File: src/rtl/demux_1to4_reg.sv
// Registered 1-to-4 demultiplexer: one input stream routed per word by in_sel to four channels.
// Latency 1 cycle, 1 word/cycle; a full, undrained channel stalls only words addressed to it.
// Optional per-channel saturating word counters are built when DEMUX_CNT_EN is defined.
module demux_1to4_reg #(
    parameter int WIDTH     = 8,
    parameter int CNT_WIDTH = 16
) (
    input  logic                 clk,
    input  logic                 rst,
    input  logic [WIDTH-1:0]     in_data,
    input  logic [1:0]           in_sel,
    input  logic                 in_valid,
    output logic                 in_ready,
    output logic [WIDTH-1:0]     out_a,
    output logic [WIDTH-1:0]     out_b,
    output logic [WIDTH-1:0]     out_c,
    output logic [WIDTH-1:0]     out_d,
    output logic                 a_valid,
    output logic                 b_valid,
    output logic                 c_valid,
    output logic                 d_valid,
    input  logic                 a_ready,
    input  logic                 b_ready,
    input  logic                 c_ready,
    input  logic                 d_ready,
    output logic [CNT_WIDTH-1:0] cnt_a,
    output logic [CNT_WIDTH-1:0] cnt_b,
    output logic [CNT_WIDTH-1:0] cnt_c,
    output logic [CNT_WIDTH-1:0] cnt_d
);

    typedef enum logic {EMPTY = 1'b0, FULL = 1'b1} state_t;

    state_t           state_q [4];
    state_t           state_d [4];
    logic [WIDTH-1:0] data_q  [4];
    logic [3:0]       rdy;
    logic [3:0]       vld;
    logic             accept;

    assign rdy = {d_ready, c_ready, b_ready, a_ready};

    always_comb begin
        for (int i = 0; i < 4; i++) begin
            vld[i] = (state_q[i] == FULL);
        end
    end

    // Readiness depends only on the addressed channel, never on in_data.
    assign in_ready = ~vld[in_sel] | rdy[in_sel];
    assign accept   = in_valid & in_ready;

    always_comb begin
        for (int i = 0; i < 4; i++) begin
            state_d[i] = state_q[i];
            case (state_q[i])
                EMPTY: if (accept && in_sel == 2'(i)) state_d[i] = FULL;
                FULL:  if (rdy[i] && !(accept && in_sel == 2'(i))) state_d[i] = EMPTY;
                default: state_d[i] = EMPTY;
            endcase
        end
    end

    always_ff @(posedge clk) begin
        if (rst) begin
            for (int i = 0; i < 4; i++) begin
                state_q[i] <= EMPTY;
                data_q[i]  <= '0;
            end
        end else begin
            for (int i = 0; i < 4; i++) begin
                state_q[i] <= state_d[i];
            end
            if (accept) begin
                data_q[in_sel] <= in_data;
            end
        end
    end

    assign out_a   = data_q[0];
    assign out_b   = data_q[1];
    assign out_c   = data_q[2];
    assign out_d   = data_q[3];
    assign a_valid = vld[0];
    assign b_valid = vld[1];
    assign c_valid = vld[2];
    assign d_valid = vld[3];

`ifdef DEMUX_CNT_EN
    logic [CNT_WIDTH-1:0] cnt_q [4];

    // Counters stick at all-ones rather than wrapping.
    always_ff @(posedge clk) begin
        if (rst) begin
            for (int i = 0; i < 4; i++) begin
                cnt_q[i] <= '0;
            end
        end else if (accept && cnt_q[in_sel] != {CNT_WIDTH{1'b1}}) begin
            cnt_q[in_sel] <= cnt_q[in_sel] + 1'b1;
        end
    end

    assign cnt_a = cnt_q[0];
    assign cnt_b = cnt_q[1];
    assign cnt_c = cnt_q[2];
    assign cnt_d = cnt_q[3];
`else
    assign cnt_a = '0;
    assign cnt_b = '0;
    assign cnt_c = '0;
    assign cnt_d = '0;
`endif

endmodule

File: config.mk
export PLATFORM = sky130hd
export DESIGN_NAME = demux_1to4_reg
export DESIGN_NICKNAME = d
export VERILOG_FILES = /design/src/rtl/demux_1to4_reg.sv
export SDC_FILE = /design/constraint.sdc
export NUM_CORES = 1
export LEC_CHECK = 0
export ABC_AREA = 1
export CAP_MARGIN = 20
export CORE_MARGIN = 2
export CORE_UTILIZATION = 34
export DETAILED_ROUTE_END_ITERATION = 6
export GPL_ROUTABILITY_DRIVEN = 0
export PLACE_DENSITY_LB_ADDON = 0.15
export SETUP_SLACK_MARGIN = 0.02
export SYNTH_ARGS = -nofsm -noshare
export SYNTH_HDL_FRONTEND = slang
export SYNTH_SLANG_ARGS = --single-unit
File: constraint.sdc
create_clock -name clk -period 1.66 [get_ports clk]
set_clock_uncertainty 0.05 [all_clocks]
set_input_delay 0.332 -clock clk [delete_from_list [all_inputs] [get_ports clk]]
set_output_delay 0.332 -clock clk [all_outputs]
set_load 0.03 [all_outputs]
==> Yosys cells after proc, flatten, opt, wreduce, memory -nomap -nowiden <==
Memory sizes are Yosys's and may differ from the RTL's.
Cells that the tools add are included.
{ "totals": {"reg_bits": 0, "mem_bits_rw": 36, "inputBits": 17, "out_inout_bits": 101, "n_memories": 2} }
{ "op_classes": {"order_cmp": 1, "eq_ne": 3, "n_mux": 29, "bitwise": 11, "reduce_logical": 14} }
{ "mem_list": {"columns": ["memory", "words", "width", "read_ports", "rd_ports_with_merged_regs", "write_ports", "line", "source"], "rows": [
  ["data_q", 4, 8, 4, 0, 4, "36", "logic [WIDTH-1:0] data_q [4];"],
  ["state_q", 4, 1, 4, 0, 4, "34", "state_t state_q [4];"]
]} }
{ "ops": {"columns": ["cell", "count"], "rows": [
  ["$mux 1", 21],
  ["$logic_and 1x1->1", 8],
  ["$mux 8", 1],
  ["$pmux 1 s2", 4],
  ["$reduce_or 8->1", 1],
  ["$not 1->1", 5],
  ["$or 1x1->1", 5],
  ["$bmux 1 s2", 2],
  ["$eq 2x2->1 const B", 2],
  ["$logic_not 1->1", 4],
  ["$lt 2x3->1 const B", 1],
  ["$eq 2x1->1 const B", 1],
  ["$logic_not 2->1", 1],
  ["$mux 2", 1],
  ["$and 1x1->1", 1]
]} }

==> Longest topological paths before layout <==
Gate-level depths: netlist of run 1.
An unclocked memory read counts as a cell.
{ "depth": {"ltp_word": 12, "ltp_mapped": 9, "ltp_nobuf": 8} }

==> Least setup slack after synthesis of run 1 <==
OpenSTA, ideal clock, no wires.
{ "synth_timing": {"kind": "input to register", "from": "input port in_sel[0]", "to": "memory data_q[0][0] (enable)", "setup_ps": 329, "arrival_ps": 1303, "t_required_ps": 1281, "setup_slack_ps": -22, "cell_stages": 8, "n_path_buf": 1, "cell_sequence": "buf_4 -> nor2_4 -> nand2_1 -> nand2_1 -> nor2_4 -> nand2_8 -> nand4_4 -> nand2_1"} }
{ "synth_lines": {"columns": ["element", "line", "source"], "rows": [
  ["start: declaration", "11", "input logic [1:0] in_sel,"],
  ["end: declaration", "36", null]
]} }

==> Worst setup path in the final report of run 1 <==
{ "layout_timing": {"from": "input port in_sel[0]", "to": "output port in_ready"} }
{ "layout_via": {"elab_chain_len": 4} }
{ "layout_rtl": {"columns": ["element", "line", "source"], "rows": [
  ["$bmux 1 s2", "50", "assign in_ready = ~vld[in_sel] | rdy[in_sel];"],
  ["$mux 1 (implied by the code)", "50", null],
  ["$not 1->1", "50", null],
  ["$or 1x1->1 (*)", "50", null],
  ["end: declaration", "13", "output logic in_ready,"]
]} }
Every way passes the cells marked *; elsewhere a longest branch is shown, timed or not. The select of a mux whose other input is x is not followed.

==> results of run 1 <==
sequential cells by signal (all words and copies together) (netlist names):
| register | flops |
|---|---|
| state_q | 4 |
| data_q | 32 |
synth_stat cells:
master | count | area share (%)
nor2_4 | 2 | 1.1
inv_2 | 2 | 0.38
buf_4 | 65 | 25
nand3_1 | 4 | 1.0
inv_1 | 11 | 2.1
nand2_8 | 1 | 1.0
edfxtp_1 | 32 | 49
nand3_2 | 1 | 0.51
nand4_2 | 1 | 0.63
nand4_4 | 3 | 3.2
nor2_1 | 34 | 6.5
buf_2 | 2 | 0.51
conb_1 | 1 | 0.19
a21oi_1 | 1 | 0.25
nand2_1 | 21 | 4.0
nand3b_1 | 2 | 0.76
dfxtp_1 | 4 | 4.1
nand2_2 | 1 | 0.32
power breakdown:
group	internal [uW]	total, uW	switching [uW]
registers	1030	1040	11.2
logic	137	532	395
clock network	277	561	284
through the flow:
| step | total power, uW | setup TNS (ns) |
|---|---|---|
| after floorplan | 1550 | -0.535 |
| after global placement | 1620 | -30.44 |
| after detailed placement | 1620 | -31.34 |
| after CTS | 2160 | -0.0598 |
| after global routing | 2230 | 0 |
| final | 2140 | 0 |
layout make-up:
type / count / area, um^2 / area share [%]
tap: 72 / 90.1 / 3.46
inverter: 13 / 48.8 / 1.88
clock inverter: 2 / 7.51 / 0.289
sequential: 36 / 1040 / 40.0
timing repair buffer: 74 / 707 / 27.2
clock buffer: 5 / 68.8 / 2.65
multi-input combinational: 135 / 637 / 24.5
critical path: cells and delay by family:
family        cells  cell delay [ns]
simple gates      4             0.40
buf+inv           3             0.43
layout by cell type (no fill, tap or decap):
cell,netlist,final
dfxtp_1,4,4
nor2_4,2,2
nand2_1,21,19
inv_2,2,2
clkdlybuf4s50_1,0,10
buf_4,65,16
dlygate4sd2_1,0,36
dlymetal6s2s_1,0,4
clkinv_1,0,2
nand3_2,1,3
nand3b_1,2,2
conb_1,1,64
clkbuf_2,0,2
nand3_1,4,2
clkbuf_8,0,5
nand4_2,1,1
buf_6,0,1
nand2_8,1,1
buf_12,0,5
a21oi_1,1,1
nand2_2,1,3
edfxtp_1,32,32
inv_1,11,11
nor2_1,34,34
nand4_4,3,3
logic make-up (layout without fill, tap and decap cells):
kind of cell    count (synthesis)  after routing
buf+inv                        80             94
compound gates                  1              1
flops                          36             36
other cells                     1             64
simple gates                   70             70
per-layer routing:
metal  global-route usage [%]  vias up  share of wire (%)
li1                         -      623                  -
met1                     13.2      565                 39
met2                     17.4       72                 48
met3                     4.83        2                 12
met4                     3.05        0               0.29
met5                        0        -                  0
worst max-delay path by stage:
| stage | start | end | slack, ns | cells past startpoint |
|---|---|---|---|---|
| floorplan | in_sel[0] | data_q[0][0] | -0.02 | 8 |
| global placement | in_sel[0] | data_q[3][6] | -0.48 | 9 |
| detailed placement | in_sel[0] | data_q[3][5] | -0.49 | 9 |
| CTS | b_ready | in_ready | -0.06 | 6 |
| global route | state_q[3] | in_ready | 0.04 | 6 |
| finish | in_sel[0] | in_ready | 0.12 | 7 |
repair_timing:
action,4_1_cts,5_1_grt
hold endpoints to repair,0,0
pin swaps,1,4
buffers inserted,0,3
resized for setup,43,8
endpoints found under the setup margin,101,30
==> results.tsv, run 1 <==
stage	metric	value	unit
run_status	run_status	completed	
sta	finalCriticalPeriod	1.54	ns
critical_path	timing.critical_path.slowest_cell_delay	0.21	ns
die	die_x	80.2	um
logic_synthesis	yosys.area_share.simple	19.1	%
sta	fin_crit_sh	92.6	%
logic_synthesis	yosys-mux-area-fraction	0	%
global_routing	grt_pass1_vias	1039	
sta	report.final.setup_viol	0	
logic_synthesis	synth_warnings	0	
clocking	clk_pin_slew_worst_paths	0.07	ns
layout	final_util	46.9	%
flow_run	maxCapViolations	0	
layout	antenna_cells_inserted	0	
sta	max_freq	651	MHz
logic_synthesis	yosysSeqAreaShare	52.8	%
global_routing	grt_start_max_net_pins	11	
drt	detail_route.wl_per_cell	10.3	um
power_and_ir_drop	ir_drop	0.266	mV
logic_synthesis	post_synth_inst_count	188	
layout	finalNetCount	282	
drt	via_count	1262	
clocking	clk-insertion-delay-late	0.28	ns
min_path	hold-path-cell-count	3	
die	fp.dieH	80.2	um
critical_path	worstSetupStartpointType	input port	
critical_path	critical_path.endpoint_type	primary output	
global_routing	grtUsageTotal	10.8	%
critical_path	worst-endpoint-arrival	1.15	ns
die	num_rows	27	
min_path	timing.hold.worst_endpoint	state_q[0]	
logic_synthesis	synth_top_family_by_area	buffers and inverters	
logic_synthesis	distinct_cell_type_count_after_synthesis	18	
drt	detailedRoute.firstIterationViolations	37	
layout	nFillCells	569	
power_and_ir_drop	power.density_cell_area	822	mW/mm^2
min_path	hp-class	input port to flip-flop	
critical_path	crit_path_cell_trace	clkbuf_2 > inv_2 > nand3_1 > nand2_2 > nor2_4 > nand2_8 > buf_6	
sta	rsz0062_at_grt	false	
sta	hold_ws	0.300	ns
place	detailedPlacementHpwl	2730	um
drt	drt_drc_violations_left	0	
clocking	cts.htree.levels	2	
critical_path	worst-endpoint-required	1.28	ns
layout	finish.cell_count_without_fillers	337	
power_and_ir_drop	static-leakage-power	0.00134	uW
place	dpl.cell_count	327	
layout	drive_gt1_share	16.6	%
logic_synthesis	synth_compound_gate_area_share	0.254	%
critical_path	timing.rr.end	data_q[3][2]	
global_routing	globalRouteOverflowTotal	0	
clocking	clock-root-buffer	clkbuf_8	
drt	drtAntennaViolNets	0	
layout	final_design_area_no_fill	0.00260	mm^2
logic_synthesis	synth.ff_latch_count	36	
sta	postLayoutSetupSlackWorst	0.124	ns
critical_path	critical_path.reg2reg.startpoint	state_q[3]	
logic_synthesis	synth_fa_ha_area_share	0	%
sta	final-hold-violation-count	0	
critical_path	reg2reg_setup_slack	0.17	ns
drt	detail_route.first_pass.iterations	5	
critical_path	worstPathMaxFanout	8	
logic_synthesis	synth_area_per_cell	10.5	um^2
critical_path	category_of_the_critical_setup_timing_path	input port to primary output	
critical_path	cpMaxStageDelayCell	clkbuf_2	
layout	flow.area_growth_from_synthesis	31.8	%
logic_synthesis	area_share_of_xor_xnor_cells_in_the_synthesized_design	0	%
die	dieArea	0.00643	mm^2
drt	totalWireLength	3470	um
place	pre_cts_slack	-0.488	ns
logic_synthesis	syn-cell-area	0.00197	mm^2
clocking	postCtsHoldBufs	0	
clocking	tritoncts_clock_tree	done	
critical_path	r2r_cells	9	
clocking	clock_tree.buffer_depth	2	
clocking	number_of_clock_buffers_inserted_by_tritoncts	5	
die	top_level_ports	118	
sta	drv_slew	0	
place	port_buffers	53	
die	core_area	0.00554	mm^2
die	floorplan.initialDensity	35.6	%
drt	vias_per_cell	3.74	
min_path	holdCritStartpoint	a_ready	
global_routing	wire_length_of_the_first_global_routing_pass	5200	um
place	post_dp_cell_area	0.00253	mm^2
clocking	clock_sink_count	36	
global_routing	antenna_found_initial	0	
Power figures use the tool's default switching activity.
==> inputs of run 2 (changes only) <==
SKIP_CTS_REPAIR_TIMING = 1   (was not set)
==> results.tsv, run 2 (synthesis gave the netlist of run 1 again) <==
stage	metric	value	unit	change
run_status	run_status	complete, but fails checks		
run_status	violations	negative setup slack		
critical_path	worst-endpoint-arrival	1.31	ns	+0.16 ns
critical_path	worst-endpoint-required	1.28	ns	about the same
layout	drive_gt1_share	16.0	%	-0.57 points
sta	report.final.setup_viol	1		+1
critical_path	worstPathMaxFanout	6		-2
clocking	clk_pin_slew_worst_paths	0.07	ns	about the same
layout	flow.area_growth_from_synthesis	38.4	%	
layout	largest_register_ffs	32		unchanged
die	top_level_ports	118		unchanged
drt	drtAntennaViolNets	0		unchanged
layout	max_flop_register	data_q		
power_and_ir_drop	total_power	2160	uW	+1.3%
place	port_buffers	53		unchanged
global_routing	globalRouteOverflowTotal	0		unchanged
layout	final_common_cell	conb_1		
drt	detail_route.wl_per_cell	10.6	um	+3.3%
die	num_rows	27		unchanged
die	fp.dieH	80.2	um	unchanged
global_routing	wire_length_of_the_first_global_routing_pass	5160	um	-0.79%
clocking	clock_tree.buffer_depth	2		unchanged
place	dpl.cell_count	327		unchanged
min_path	hp-class	input port to flip-flop		
power_and_ir_drop	power.density_cell_area	793	mW/mm^2	-3.5%
sta	final-hold-violation-count	0		unchanged
power_and_ir_drop	static-leakage-power	0.00170	uW	+28%
drt	totalWireLength	3550	um	+2.3%
die	core_area	0.00554	mm^2	unchanged
layout	layout_common_cells	conb_1 (64), dlymetal6s2s_1 (40), nor2_1 (34)		
layout	finish.cell_count_without_fillers	334		-0.89%
layout	finalNetCount	279		-1.1%
die	die_x	80.2	um	unchanged
sta	fin_crit_sh	102	%	+9.3 points
drt	drt_drc_violations_left	0		unchanged
die	dieArea	0.00643	mm^2	unchanged
layout	final_design_area_no_fill	0.00273	mm^2	+5.0%
drt	vias_per_cell	3.73		-0.30%
drt	via_count	1247		-1.2%
critical_path	cpMaxStageDelayCell	clkdlybuf4s50_1		
clocking	clock_sink_count	36		unchanged
drt	detailedRoute.firstIterationViolations	43		+16%
global_routing	grtUsageTotal	10.7	%	-0.12 points
flow_run	maxCapViolations	0		unchanged
sta	max_freq	591	MHz	-9.2%
layout	antenna_cells_inserted	0		unchanged
global_routing	grt_pass1_vias	1033		-0.58%
clocking	clock-root-buffer	clkbuf_8		
layout	final_util	49.3	%	+2.3 points
drt	detail_route.first_pass.iterations	4		-1
critical_path	critical_path.endpoint_type	primary output		
place	detailedPlacementHpwl	2730	um	unchanged
critical_path	worstSetupStartpointType	input port		
critical_path	crit_path_cell_trace	clkdlybuf4s50_1 > nand3_2 > nand2_2 > nor2_4 > nand2_8 > buf_6		
sta	drv_slew	0		unchanged
global_routing	grt_start_max_net_pins	11		unchanged
clocking	clk-insertion-delay-late	0.28	ns	about the same
min_path	holdCritStartpoint	c_ready		
die	floorplan.initialDensity	35.6	%	unchanged
clocking	number_of_clock_buffers_inserted_by_tritoncts	5		unchanged
global_routing	antenna_found_initial	0		unchanged
critical_path	critical_path.reg2reg.startpoint	state_q[3]		
critical_path	category_of_the_critical_setup_timing_path	input port to primary output		
power_and_ir_drop	ir_drop	0.273	mV	+2.8%
place	post_dp_cell_area	0.00253	mm^2	unchanged
clocking	tritoncts_clock_tree	done		
critical_path	timing.critical_path.slowest_cell_delay	0.44	ns	+0.23 ns
sta	finalCriticalPeriod	1.69	ns	+0.155 ns
clocking	cts.htree.levels	2		unchanged
sta	postLayoutSetupSlackWorst	-0.0316	ns	-0.155 ns
layout	largestRegisters	data_q (32), state_q (4)		
sta	rsz0062_at_grt	true		
critical_path	crit_start	d_ready		
run 2: power by group:
part	switching (uW)	leakage (uW)	internal (uW)
sequential	11.3	0.000372	1030
combinational	396	0.00129	162
clock	287	0.0000391	277
total	695	0.00170	1470
run 2: final timing paths:
kind / end / slack (ns) / cells past startpoint
setup / recovery: in_ready / -0.03 / 6
hold / removal: state_q[2] / 0.30 / 4
setup reg to reg: data_q[3][2] / 0.25 / 8
hold reg to reg: state_q[2] / 0.43 / 2
run 2: metrics by stage:
step / worst slack, ns / setup TNS [ns] / hold WS [ns]
finish: -0.0316 / -0.0316 / 0.303
global route: -0.0778 / -0.0778 / 0.314
CTS: -0.413 / -11.83 / 0.430
detailed placement: -0.488 / -31.34 / 0.419
global placement: -0.478 / -30.44 / 0.433
floorplan: -0.0223 / -0.535 / 0.351
run 2: metal layers:
| layer | part of all wire, % | vias up | track usage [%] |
|---|---|---|---|
| met2 | 48 | 76 | 16.9 |
| met5 | 0 | - | 0 |
| met1 | 40 | 553 | 13.2 |
| met4 | 0.28 | 0 | 3.05 |
| met3 | 12 | 2 | 4.94 |
| li1 | - | 616 | - |
run 2: worst max-delay path, delay by kind of cell:
kind | cells | cell delay (ns)
buf+inv | 2 | 0.59
simple gates | 4 | 0.38
run 2: layout make-up:
cell class	instances	area (um^2)
fillers	534	2810
flip-flops and latches	36	1040
repair buffers	71	830
multi-input cells	135	644
well taps	72	90.1
clock buffers	5	68.8
inverters	13	48.8
clock inverters	2	7.51
==> inputs of run 3 (changes only) <==
PLACE_DENSITY = 0.8   (was not set)
PLACE_DENSITY_LB_ADDON = not set   (was 0.15)
SKIP_LAST_GASP = 1   (was not set)
==> results.tsv, run 3 (synthesis gave the netlist of run 1 again) <==
stage	metric	value	unit	change
critical_path	worstSetupStartpointType	input port		
run_status	run_status	complete, but fails checks		
sta	final-hold-violation-count	0		unchanged
critical_path	cp_num_buf_inv	4		+2
layout	layout_common_cells	conb_1 (64), dlymetal6s2s_1 (41), nor2_1 (34)		
global_routing	antenna_found_initial	0		unchanged
critical_path	cpMaxStageDelayCell	nor2_4		
clocking	clock-root-buffer	clkbuf_8		
clocking	clock_sink_count	36		unchanged
place	port_buffers	53		unchanged
critical_path	worst_setup_path_endpoint	in_ready		
critical_path	timing.critical_path.slowest_cell_delay	0.16	ns	-0.28 ns
critical_path	worst-endpoint-arrival	1.32	ns	about the same
die	core_area	0.00554	mm^2	unchanged
min_path	hp-class	input port to flip-flop		
die	die_x	80.2	um	unchanged
drt	met3_length	523	um	+27%
layout	largestRegisters	data_q (32), state_q (4)		
power_and_ir_drop	power.density_cell_area	850	mW/mm^2	+7.2%
drt	detail_route.first_pass.iterations	5		+1
layout	flow.area_growth_from_synthesis	40.2	%	
sta	fin_crit_sh	102	%	+0.54 points
drt	vias_per_cell	3.88		+3.9%
power_and_ir_drop	static-leakage-power	0.00174	uW	+2.2%
critical_path	crit_path_cell_trace	dlymetal6s2s_1 > buf_6 > nor2_4 > nand2_1 > nand2_2 > nor2_4 > nand2_8 > buf_4 > buf_12		
sta	rsz0062_at_grt	true		
critical_path	crit_top_cell	nor2_4		
power_and_ir_drop	switching_share	30.3	%	-1.8 points
global_routing	wire_length_of_the_first_global_routing_pass	5640	um	+9.2%
global_routing	grt_pass1_vias	1137		+10%
drt	met1_length	1380	um	-3.8%
drt	detailedRoute.firstIterationViolations	70		+63%
die	top_level_ports	118		unchanged
sta	postLayoutSetupSlackWorst	-0.0405	ns	-0.00890 ns
clocking	cts.htree.levels	2		unchanged
critical_path	critical_path.endpoint_type	primary output		
clocking	clk-insertion-delay-late	0.28	ns	about the same
die	floorplan.initialDensity	35.6	%	unchanged
global_routing	grtUsageTotal	12.1	%	+1.3 points
layout	max_flop_register	data_q		
layout	finalNetCount	279		unchanged
critical_path	worst-endpoint-required	1.28	ns	about the same
power_and_ir_drop	p_int	1640	uW	+11%
critical_path	worst-path-stages	9		+3
global_routing	globalRouteOverflowTotal	0		unchanged
drt	drtAntennaViolNets	0		unchanged
drt	drt_drc_violations_left	0		unchanged
global_routing	grt_start_max_net_pins	12		+1
power_and_ir_drop	share_seq_of_total_power	44.4	%	-3.8 points
power_and_ir_drop	ir_drop	0.339	mV	+24%
critical_path	reg2reg_setup_slack	0.18	ns	-0.07 ns
layout	drive_gt1_share	15.2	%	-0.82 points
drt	detail_route.wl_per_cell	11.6	um	+8.8%
drt	totalWireLength	3880	um	+9.2%
layout	antenna_cells_inserted	0		unchanged
place	post_dp_cell_area	0.00255	mm^2	+0.99%
critical_path	worstPathMaxFanout	7		+1
critical_path	critPathTopFamily	buffers and inverters		
die	dieArea	0.00643	mm^2	unchanged
sta	drv_slew	0		unchanged
die	num_rows	27		unchanged
die	fp.dieH	80.2	um	unchanged
flow_run	maxCapViolations	0		unchanged
critical_path	crit_start	in_sel[0]		
critical_path	critical_path.reg2reg.startpoint	state_q[3]		
drt	top_layer_used	met4		
power_and_ir_drop	total_power	2350	uW	+8.6%
clocking	number_of_clock_buffers_inserted_by_tritoncts	5		unchanged
critical_path	category_of_the_critical_setup_timing_path	input port to primary output		
sta	finalCriticalPeriod	1.70	ns	+0.00890 ns
power_and_ir_drop	net_sw_power	712	uW	+2.6%
drt	via_count	1300		+4.3%
power_and_ir_drop	p_comb_share	23.8	%	-2.0 points
critical_path	r2r_cells	7		-1
layout	final_common_cell	conb_1		
drt	met2RoutedLength	1900	um	+12%
sta	report.final.setup_viol	1		unchanged
power_and_ir_drop	power_frac_clock	31.8	%	+5.8 points
layout	largest_register_ffs	32		unchanged
place	detailedPlacementHpwl	3020	um	+10%
run_status	violations	negative setup slack		
sta	max_freq	588	MHz	-0.52%
clocking	clk_pin_slew_worst_paths	0.07	ns	about the same
layout	final_design_area_no_fill	0.00277	mm^2	+1.3%
clocking	clock_tree.buffer_depth	2		unchanged
critical_path	timing.rr.end	data_q[3][0]		
clocking	tritoncts_clock_tree	done		
[run 3: worst min-delay path by stage]
stage	from	end	slack [ns]	cells after the start
2_1_floorplan	rst	state_q[3]	0.35	1
3_5_place_dp	state_q[2]	state_q[2]	0.42	2
5_1_grt	d_ready	state_q[3]	0.30	4
3_3_place_gp	state_q[2]	state_q[2]	0.42	2
4_1_cts	state_q[2]	state_q[2]	0.43	2
6_report	d_ready	state_q[3]	0.29	4
[run 3: area by class of cell]
type | instances | area (um^2)
Inverter | 13 | 48.8
Timing Repair Buffer | 71 | 852
Tap cell | 72 | 90.1
Clock inverter | 2 | 35.0
Sequential cell | 36 | 1040
Multi-Input combinational cell | 135 | 627
Fill cell | 515 | 2770
Clock buffer | 6 | 72.6
[run 3: per-layer routing]
layer	vias to the layer above	global-route usage (%)
met5	-	0
met3	7	3.82
met4	0	6.61
met2	103	20.9
li1	616	-
met1	574	13.0
[run 3: through the flow]
step / setup WS (ns) / hold WS (ns) / TNS (ns) / util, % / cells
2_1_floorplan: -0.0223 / 0.351 / -0.535 / - / 251
3_3_place_gp: -0.479 / 0.419 / -27.54 / 46.1 / 327
3_5_place_dp: -0.531 / 0.424 / -31.84 / 46.1 / 327
4_1_cts: -0.475 / 0.433 / -12.25 / 48.0 / 335
5_1_grt: -0.111 / 0.299 / -0.111 / 49.9 / 335
6_report: -0.0405 / 0.293 / -0.0405 / 49.9 / 335
[run 3: worst register-to-register path: stages (launching register included)]
cell and delay [ns]:
dfxtp_1 0.33, nand2_1 0.06, nand2_1 0.05, nand2_1 0.06, nand2_2 0.09, nand2_8 0.10
nand3_1 0.10, nand2_1 0.31
[run 3: power by group through the flow]
| stage | logic, uW | clock network, uW | registers (uW) |
|---|---|---|---|
| 6_report | 559 | 748 | 1040 |
| 5_1_grt | 591 | 805 | 1050 |
| 4_1_cts | 567 | 765 | 1050 |
| 3_5_place_dp | 566 | 0 | 1070 |
| 3_3_place_gp | 560 | 0 | 1060 |
| 2_1_floorplan | 393 | 0 | 1150 |
